## config.mk

```make
export PLATFORM = sky130hd
export DESIGN_NAME = matrix_scan_selector
export DESIGN_NICKNAME = d
export VERILOG_FILES = /design/src/rtl/msel_pkg.sv /design/src/rtl/msel_dwell_timer.sv /design/src/rtl/matrix_scan_selector.sv
export SDC_FILE = /design/constraint.sdc
export NUM_CORES = 1
export LEC_CHECK = 0
export CAP_MARGIN = 40
export CORE_MARGIN = 2
export CORE_UTILIZATION = 45
export DETAILED_ROUTE_END_ITERATION = 6
export MAX_ROUTING_LAYER = met4
export PLACE_DENSITY = 0.76
export SYNTH_ARGS = -nofsm -noshare
export SYNTH_HDL_FRONTEND = slang
export SYNTH_SLANG_ARGS = --single-unit
```

## constraint.sdc

```tcl
create_clock -name clk_i -period 2.05 [get_ports clk_i]
set_input_delay 0.205 -clock clk_i [delete_from_list [all_inputs] [get_ports clk_i]]
set_output_delay 0.205 -clock clk_i [all_outputs]
set_load 0.005 [all_outputs]
```

## src/rtl/msel_pkg.sv

```systemverilog
// ============================================================================
// Module      : msel_pkg
// Description : Shared types and helpers for the matrix scan selector.
//               - msel_state_e       : controller states (IDLE / HOLD / SCAN)
//               - MSEL_DEFAULT_DWELL : default per-cell dwell in scan mode
//               - msel_idx_w()       : index width for N items (minimum 1)
// Revision    : 1.0 - initial release
// ============================================================================
`default_nettype none

package msel_pkg;

    typedef enum logic [1:0] {
        IDLE = 2'd0,
        HOLD = 2'd1,
        SCAN = 2'd2
    } msel_state_e;

    localparam int MSEL_DEFAULT_DWELL = 8;

    // Bits needed to index n items; a single item still needs one wire.
    function automatic int msel_idx_w(input int n);
        return (n > 1) ? $clog2(n) : 1;
    endfunction

endpackage : msel_pkg

`default_nettype wire

```

## src/rtl/msel_dwell_timer.sv

```systemverilog
// ============================================================================
// Module      : msel_dwell_timer
// Description : Down-counter measuring a dwell of DWELL enabled cycles.
//               clr_i reloads the count; tc_o is high on the last enabled
//               cycle of each dwell, and the count reloads behind it.
// Ports       : clk_i  - clock, rising edge
//               rst_ni - synchronous reset, active low (count -> 0)
//               clr_i  - reload count to DWELL-1
//               en_i   - count enable
//               tc_o   - terminal-count pulse
// Revision    : 1.0 - initial release
// ============================================================================
`default_nettype none

module msel_dwell_timer
    import msel_pkg::*;
#(
    parameter int DWELL = MSEL_DEFAULT_DWELL
) (
    input  logic clk_i,
    input  logic rst_ni,
    input  logic clr_i,
    input  logic en_i,
    output logic tc_o
);

    localparam int              CNT_W = msel_idx_w(DWELL);
    localparam logic [CNT_W-1:0] LOAD = CNT_W'(DWELL - 1);

    logic [CNT_W-1:0] cnt_q;
    logic [CNT_W-1:0] cnt_d;

    always_comb begin
        cnt_d = cnt_q;
        if (clr_i) begin
            cnt_d = LOAD;
        end else if (en_i) begin
            cnt_d = (cnt_q == '0) ? LOAD : cnt_q - CNT_W'(1);
        end
    end

    always_ff @(posedge clk_i) begin
        if (!rst_ni) begin
            cnt_q <= '0;
        end else begin
            cnt_q <= cnt_d;
        end
    end

    assign tc_o = en_i && !clr_i && (cnt_q == '0);

endmodule : msel_dwell_timer

`default_nettype wire

```

## src/rtl/matrix_scan_selector.sv

```systemverilog
// ============================================================================
// Module      : matrix_scan_selector
// Description : Registered (column,row) -> linear demux channel selector for
//               a ROWS x COLS matrix, with an automatic scan mode that walks
//               every cell for DWELL cycles each.
// Ports       : clk_i        - clock, rising edge
//               rst_ni       - synchronous reset, active low
//               scan_en_i    - 1 = automatic scan, 0 = manual
//               load_valid_i - manual load strobe (samples mdc_i/mdl_i)
//               mdc_i        - column coordinate
//               mdl_i        - row coordinate
//               dmx_sel_o    - demux channel index
//               sel_valid_o  - dmx_sel_o drives a valid cell
//               load_err_o   - one-cycle pulse on a rejected load
//               frame_done_o - one-cycle pulse when the scan wraps to cell 0
// Options     : MATRIX_SCAN_BLANKING_EN - when defined, sel_valid_o drops for
//               one cycle between scanned cells (cell period DWELL+1).
// Revision    : 1.0 - initial release
// ============================================================================
`default_nettype none

module matrix_scan_selector
    import msel_pkg::*;
#(
    parameter int ROWS  = 4,
    parameter int COLS  = 4,
    parameter int CW    = 3,
    parameter int RW    = 3,
    parameter int DWELL = MSEL_DEFAULT_DWELL,
    parameter int SEL_W = msel_idx_w(ROWS * COLS)
) (
    input  logic             clk_i,
    input  logic             rst_ni,
    input  logic             scan_en_i,
    input  logic             load_valid_i,
    input  logic [CW-1:0]    mdc_i,
    input  logic [RW-1:0]    mdl_i,
    output logic [SEL_W-1:0] dmx_sel_o,
    output logic             sel_valid_o,
    output logic             load_err_o,
    output logic             frame_done_o
);

    localparam int               CELLS     = ROWS * COLS;
    localparam int               IDX_W     = SEL_W + 1;
    localparam logic [SEL_W-1:0] LAST_CELL = SEL_W'(CELLS - 1);

    msel_state_e      state_q, state_d;
    logic [SEL_W-1:0] dmx_sel_q, dmx_sel_d;
    logic             sel_valid_q, sel_valid_d;
    logic             load_err_q, load_err_d;
    logic             frame_done_q, frame_done_d;

    logic [IDX_W-1:0] load_index;
    logic             load_ok;
    logic             dwell_clr;
    logic             dwell_en;
    logic             dwell_tc;

    // Index is formed one bit wider than the select; the range check works on
    // the raw coordinates, so nothing is truncated before the decision. An
    // in-range coordinate never sets the carry bit; folding it in keeps a
    // wrapped product from ever reaching the demux.
    assign load_index = IDX_W'(mdl_i) * IDX_W'(COLS) + IDX_W'(mdc_i);
    assign load_ok    = (int'(mdc_i) < COLS) && (int'(mdl_i) < ROWS)
                        && !load_index[SEL_W];

    // Timer is held reloaded outside SCAN so every scan entry starts a fresh
    // dwell on cell 0.
    assign dwell_clr = (state_q != SCAN);
`ifdef MATRIX_SCAN_BLANKING_EN
    // The blank cycle is not part of a cell's dwell.
    assign dwell_en  = (state_q == SCAN) && sel_valid_q;
`else
    assign dwell_en  = (state_q == SCAN);
`endif

    msel_dwell_timer #(
        .DWELL (DWELL)
    ) u_dwell (
        .clk_i  (clk_i),
        .rst_ni (rst_ni),
        .clr_i  (dwell_clr),
        .en_i   (dwell_en),
        .tc_o   (dwell_tc)
    );

    // State register (all registered outputs live here as well)
    always_ff @(posedge clk_i) begin
        if (!rst_ni) begin
            state_q      <= IDLE;
            dmx_sel_q    <= '0;
            sel_valid_q  <= 1'b0;
            load_err_q   <= 1'b0;
            frame_done_q <= 1'b0;
        end else begin
            state_q      <= state_d;
            dmx_sel_q    <= dmx_sel_d;
            sel_valid_q  <= sel_valid_d;
            load_err_q   <= load_err_d;
            frame_done_q <= frame_done_d;
        end
    end

    // Next-state logic
    always_comb begin
        state_d = state_q;
        unique case (state_q)
            IDLE: begin
                if (scan_en_i) begin
                    state_d = SCAN;
                end else if (load_valid_i && load_ok) begin
                    state_d = HOLD;
                end
            end
            HOLD: begin
                if (scan_en_i) begin
                    state_d = SCAN;
                end
            end
            SCAN: begin
                if (!scan_en_i) begin
                    state_d = HOLD;
                end
            end
            default: state_d = IDLE;
        endcase
    end

    // Output next-values
    always_comb begin
        dmx_sel_d    = dmx_sel_q;
        sel_valid_d  = sel_valid_q;
        load_err_d   = 1'b0;
        frame_done_d = 1'b0;
        unique case (state_q)
            IDLE, HOLD: begin
                // scan_en has priority over a simultaneous load
                if (scan_en_i) begin
                    dmx_sel_d   = '0;
                    sel_valid_d = 1'b1;
                end else if (load_valid_i) begin
                    if (load_ok) begin
                        dmx_sel_d   = load_index[SEL_W-1:0];
                        sel_valid_d = 1'b1;
                    end else begin
                        load_err_d  = 1'b1;
                    end
                end
            end
            SCAN: begin
                if (!scan_en_i) begin
                    // Leave scan on the current cell, even from a blank cycle.
                    sel_valid_d = 1'b1;
                end else if (dwell_tc) begin
                    if (dmx_sel_q == LAST_CELL) begin
                        dmx_sel_d    = '0;
                        frame_done_d = 1'b1;
                    end else begin
                        dmx_sel_d    = dmx_sel_q + SEL_W'(1);
                    end
`ifdef MATRIX_SCAN_BLANKING_EN
                    sel_valid_d = 1'b0;
                end else begin
                    sel_valid_d = 1'b1;
`else
                    sel_valid_d = 1'b1;
`endif
                end
            end
            default: begin
                dmx_sel_d   = '0;
                sel_valid_d = 1'b0;
            end
        endcase
    end

    assign dmx_sel_o    = dmx_sel_q;
    assign sel_valid_o  = sel_valid_q;
    assign load_err_o   = load_err_q;
    assign frame_done_o = frame_done_q;

endmodule : matrix_scan_selector

`default_nettype wire

```

---- Yosys cells after proc, flatten, opt, wreduce, memory -nomap -nowiden ----
Index checks and enable logic that the tools add are counted.
cells by class
  $lt $le $gt $ge ......................... 2
  reduce and logical (&&, ||, !) cells .... 16
  add/sub/neg operators ................... 3
  bitwise operators ....................... 3
  equal/unequal tests ..................... 12
  multiplexer cells ....................... 23
operator list
  kind                   number
  $mux W4                6
  $ne A3 B3 Y1 const B   4
  $ne A2 B2 Y1 const B   5
  $mux W3                3
  $mux W2                4
  $pmux W4 S2            1
  $reduce_and A4 Y1      2
  $mux W1                7
  $lt A3 B3 Y1 const B   2
  $pmux W2 S3            1
  $reduce_and A3 Y1      2
  $add A5 B3 Y5          1
  $logic_and A1 B1 Y1    5
  $add A4 B1 Y4 const B  1
  $eq A4 B4 Y1 const B   1
  $reduce_or A4 Y1       1
  $logic_not A3 Y1       1
  $not A1 Y1             3
  $sub A3 B1 Y3 const B  1
  $eq A2 B1 Y1 const B   1
  $eq A2 B2 Y1 const B   1
  $logic_not A1 Y1       2
  $logic_not A2 Y1       1
  $pmux W1 S2            1
  2 further kinds        2
word-level totals
  output and inout bits ................... 7
  word-level logic and storage cells ...... 65
  bits of input ports ..................... 10
  register bits ........................... 12

---- Depth between registers and ports, before layout ----
  depth in word-level cells ............... 7
  mapped depth ............................ 6
  gate-level depth less buffers ........... 6

---- By module ----
Synthesis repeated with hierarchy kept, for this count alone.
unflattened totals
  cell total of the unflattened synthesis .. 72
  area total of the unflattened synthesis .. 650.6 um^2
by module, submodules not included
  module                cells each  area an instance (um^2)  sequential area each (um^2)  times used
  matrix_scan_selector  55          479.2                    180.2                        1
  msel_dwell_timer      17          171.4                    60.1                         1

---- Least setup slack after synthesis ----
Ideal clock, no wire load.
  path kind ............................... input to register
  start point ............................. in mdc_i[2]
  end point ............................... reg dmx_sel_q[0], in the netlist dmx_sel_o[0]
  path buffers ............................ 0
  stages .................................. 6
  setup slack ............................. 0.430 ns
  library setup time ...................... 0.086 ns
  required time ........................... 1.964 ns
  data arrival time ....................... 1.534 ns
  path through ............................ ha_1 -> ha_1 -> or4b_4 -> a22oi_4 -> nor2_1 -> a211oi_1
on the way
  longest elaborated chain between the ends .. 5
  elaborated cells on any way between the ends .. 7
  those cells by class .................... add/sub (1); order compare (1); eq/ne (1); reduce/logical (4)
ends and longest elaborated chain
  item                                                            RTL line                                                RTL
  start: declaration                                              matrix_scan_selector.sv:36                              input logic [CW-1:0] mdc_i,
  $add A5 B3 Y5 / $lt A3 B3 Y1 (equally long branches)            matrix_scan_selector.sv:64, matrix_scan_selector.sv:65
  $logic_not A1 Y1 / $logic_and A1 B1 Y1 (equally long branches)  matrix_scan_selector.sv:66, matrix_scan_selector.sv:65
  $logic_and A1 B1 Y1 *                                           matrix_scan_selector.sv:66                              && !load_index[SEL_W];
  $ne A3 B3 Y1 (no source line) *                                 --
  $reduce_and A4 Y1 (no source line) *                            --
  end signal: assignment                                          matrix_scan_selector.sv:98                              dmx_sel_q <= dmx_sel_d;
  end: declaration                                                matrix_scan_selector.sv:49                              logic [SEL_W-1:0] dmx_sel_q, dmx_sel_d;
Mark *: on every way between the ends. The rest lies on a longest branch, timed or not.
A chain may end at the register's enable or synchronous reset.

---- Final worst setup path ----
  start point ............................. in mdc_i[2]
  end point ............................... reg dmx_sel_q[1], in the netlist dmx_sel_o[1]
The elaborated chain is that of the path after synthesis.

==> metrics.cfg <==
[run_status]
status = finished, final reports clean

[critical_path]
path_cells = clkdlybuf4s50_1 -> ha_1 -> ha_1 -> or4b_4 -> a22oi_4 -> nor2_1 -> a211oi_1
path_buf_inv = 1
crit_family = simple AND/OR/NAND/NOR gates
crit_fanout = 5
worstSetupEndpointType = flip-flop
critPathKind = in -> reg
cp_slowest_cell = or4b_4
critPathRequiredTime_ps = 2240
crit_path_start_kind = input port
regToRegSetupSlack_ps = 670
arrival_ps = 2090
crit_top_cell = ha_1
critPathMaxStageDelay_ps = 510

[final_layout]
area_growth_pct = 35.2
seq_area_um2 = 240
instances_no_fill = 102
layout-drive-gt1-share_pct = 10.3
antenna_cells = 0
multi_input_area_um2 = 360
fin_util_pct = 64.8
nNetsFinal = 104
fill_cells = 130

[synth]
yosysWarnings = 0
synth.net_count = 81
synth_area_per_cell_um2 = 9.33
synth_area_um2 = 616
syn-instance-count = 66
synth_seq_area_share_pct = 39.0
yosys_register_bits = 12
ys_types = 28

[die]
die_w_um = 41.0
dieArea_um2 = 1680
die_y_um = 41.0
start_util_pct = 47.9
io-pin-count = 17
rows = 13
core_area_um2 = 1280

[global_routing]
grt_pass1_vias = 458
grt_first_pass_wirelength_mm = 1.95
grt_max_degree = 8
grt_overflow = 0
grt_use_total_pct = 19.2
grt_antenna_before_repair = 0

[drt]
ant_nets = 0
drtIter0Drc = 7
via_per_inst = 5.44
drt_wl_total_mm = 1.29
dr.pass1.iters = 4
vias = 555
wire_per_inst_um = 12.6
drc_errors = 0

[sta]
finalCriticalPeriod_ps = 1900
finalSetupViolCount = 0
finalMaxSlewViolations = 0
tightest_slew_ps = 436
finalSetupTns_ps = 0
slew-limit-headroom_pct = 70.9
max_freq_ghz = 0.526
hold_viol = 0
fin_skew_ps = 3.60
worst_slack_ps = 150
rsz0062_at_grt = false
period_share_pct = 92.7
whs_ps = 441

[placement]
numPortBuffers = 16
place_hpwl_um = 976
place_ws_ps = -133
finalWeightedCongestion = 0.761
dp.cells = 99

[flow_run]
drv_cap = 0

[power_and_ir_drop]
combPwrFrac_pct = 21.6
sw_frac_of_total_pct = 26.3
p_per_area_nw_per_um2 = 624
internal_power_uw = 383
p_sw_uw = 136
seqPwrFrac_pct = 51.1
vdd_drop_max_v = 0.000424
p_leak_nw = 0.339
clkPwrFrac_pct = 27.3

[clock_tree]
clock-sinks = 12
cts_buffers = 3
cts_buffer_depth = 2
cts_setup_buffers = 0
worstSkewPairLatency_ps = 270
clkTransAtPathRegs_ps = 70
cts_tree = built
root_buffer = clkbuf_4
cts_resized = 0
cts_hold_buf = 0
htree_levels = 1

[worst_hold_path]
hold_path.class = reg -> reg

-- power by group through the flow --
| stage | Clock, mW | Sequential, mW | Combinational, mW |
|---|---|---|---|
| 6_report | 0.142 | 0.265 | 0.112 |
| 2_1_floorplan | 0 | 0.268 | 0.0584 |
| 3_5_place_dp | 0 | 0.270 | 0.112 |
| 3_3_place_gp | 0 | 0.269 | 0.111 |
| 4_1_cts | 0.148 | 0.265 | 0.113 |
| 5_1_grt | 0.157 | 0.268 | 0.126 |
-- cells by family (layout without fill, tap and decap cells) --
| family | Yosys count | after routing | share of synthesized area [%] |
|---|---|---|---|
| AO/OA/AOI/OAI | 23 | 23 | 26.0 |
| AND/OR/NAND/NOR | 22 | 22 | 22.4 |
| flip-flops | 12 | 12 | 39.0 |
| adder cells (fa/ha/maj) | 5 | 5 | 10.2 |
| buffers and inverters | 4 | 25 | 2.44 |
-- cell usage in the layout, fill, tap and decap left out, types with 3 or more instances in the layout --
master,instances
dfxtp_1,12
a21oi_1,9
inv_1,4
clkbuf_4,3
nor3_1,3
o21ai_0,3
nor2_1,6
clkdlybuf4s50_1,16
ha_1,5
-- cell type report --
cell class,count,area share (%)
timing repair buffer,18,21.1
sequential,12,28.9
tap,15,2.26
clock buffer,3,2.71
multi-input combinational,50,43.3
inverter,4,1.80
-- per-layer routing --
layer,share of wire (%),track usage (%)
met3,6.1,6.52
met4,1.8,10.0
met1,47,21.1
met5,0,-
met2,45,30.5
-- synth_stat cells, drive strengths merged --
cell type  number  area (um2)
o21ai           3        15.0
and4b           1        10.0
nor3            3        15.0
o31ai           1        7.51
or4b            1        13.8
dfxtp          12         240
a21oi           9        45.0
a211oi          2        15.0
a22oi           2        28.8
nand3b          2        15.0
nand3           2        10.0
nor2            6        22.5
a21boi          1        7.51
inv             4        15.0
a41oi           1        8.76
nand2           1        3.75
a21o            1        7.51
nand2b          1        6.26
a311oi          1        8.76
o2bb2ai         1        8.76
o21a            1        7.51
nor2b           2        20.0
ha              5        62.6
and2            2        13.8
nor3b           1        7.51
-- flip-flops by register name, summed over array words and instances (netlist names) --
register       flops
u_dwell.cnt_q      3
dmx_sel_o          4
sel_valid_o        1
load_err_o         1
state_q            2
frame_done_o       1
-- through the flow --
stage / area (um2) / total power [mW]
global route: 832 / 0.552
finish: 832 / 0.519
global placement: 810 / 0.380
floorplan: 616 / 0.326
CTS: 832 / 0.527
detailed placement: 810 / 0.382
-- worst paths after layout --
path,start,to,cells past startpoint
max,mdc_i[2],dmx_sel_o[1]$_SDFFE_PN0P_,7
min,u_dwell.cnt_q[0]$_SDFF_PN0_,u_dwell.cnt_q[0]$_SDFF_PN0_,1
max reg2reg,u_dwell.cnt_q[0]$_SDFF_PN0_,dmx_sel_o[1]$_SDFFE_PN0P_,6
min reg2reg,u_dwell.cnt_q[0]$_SDFF_PN0_,u_dwell.cnt_q[0]$_SDFF_PN0_,1
No activity file was read; power rests on OpenSTA's default activity.
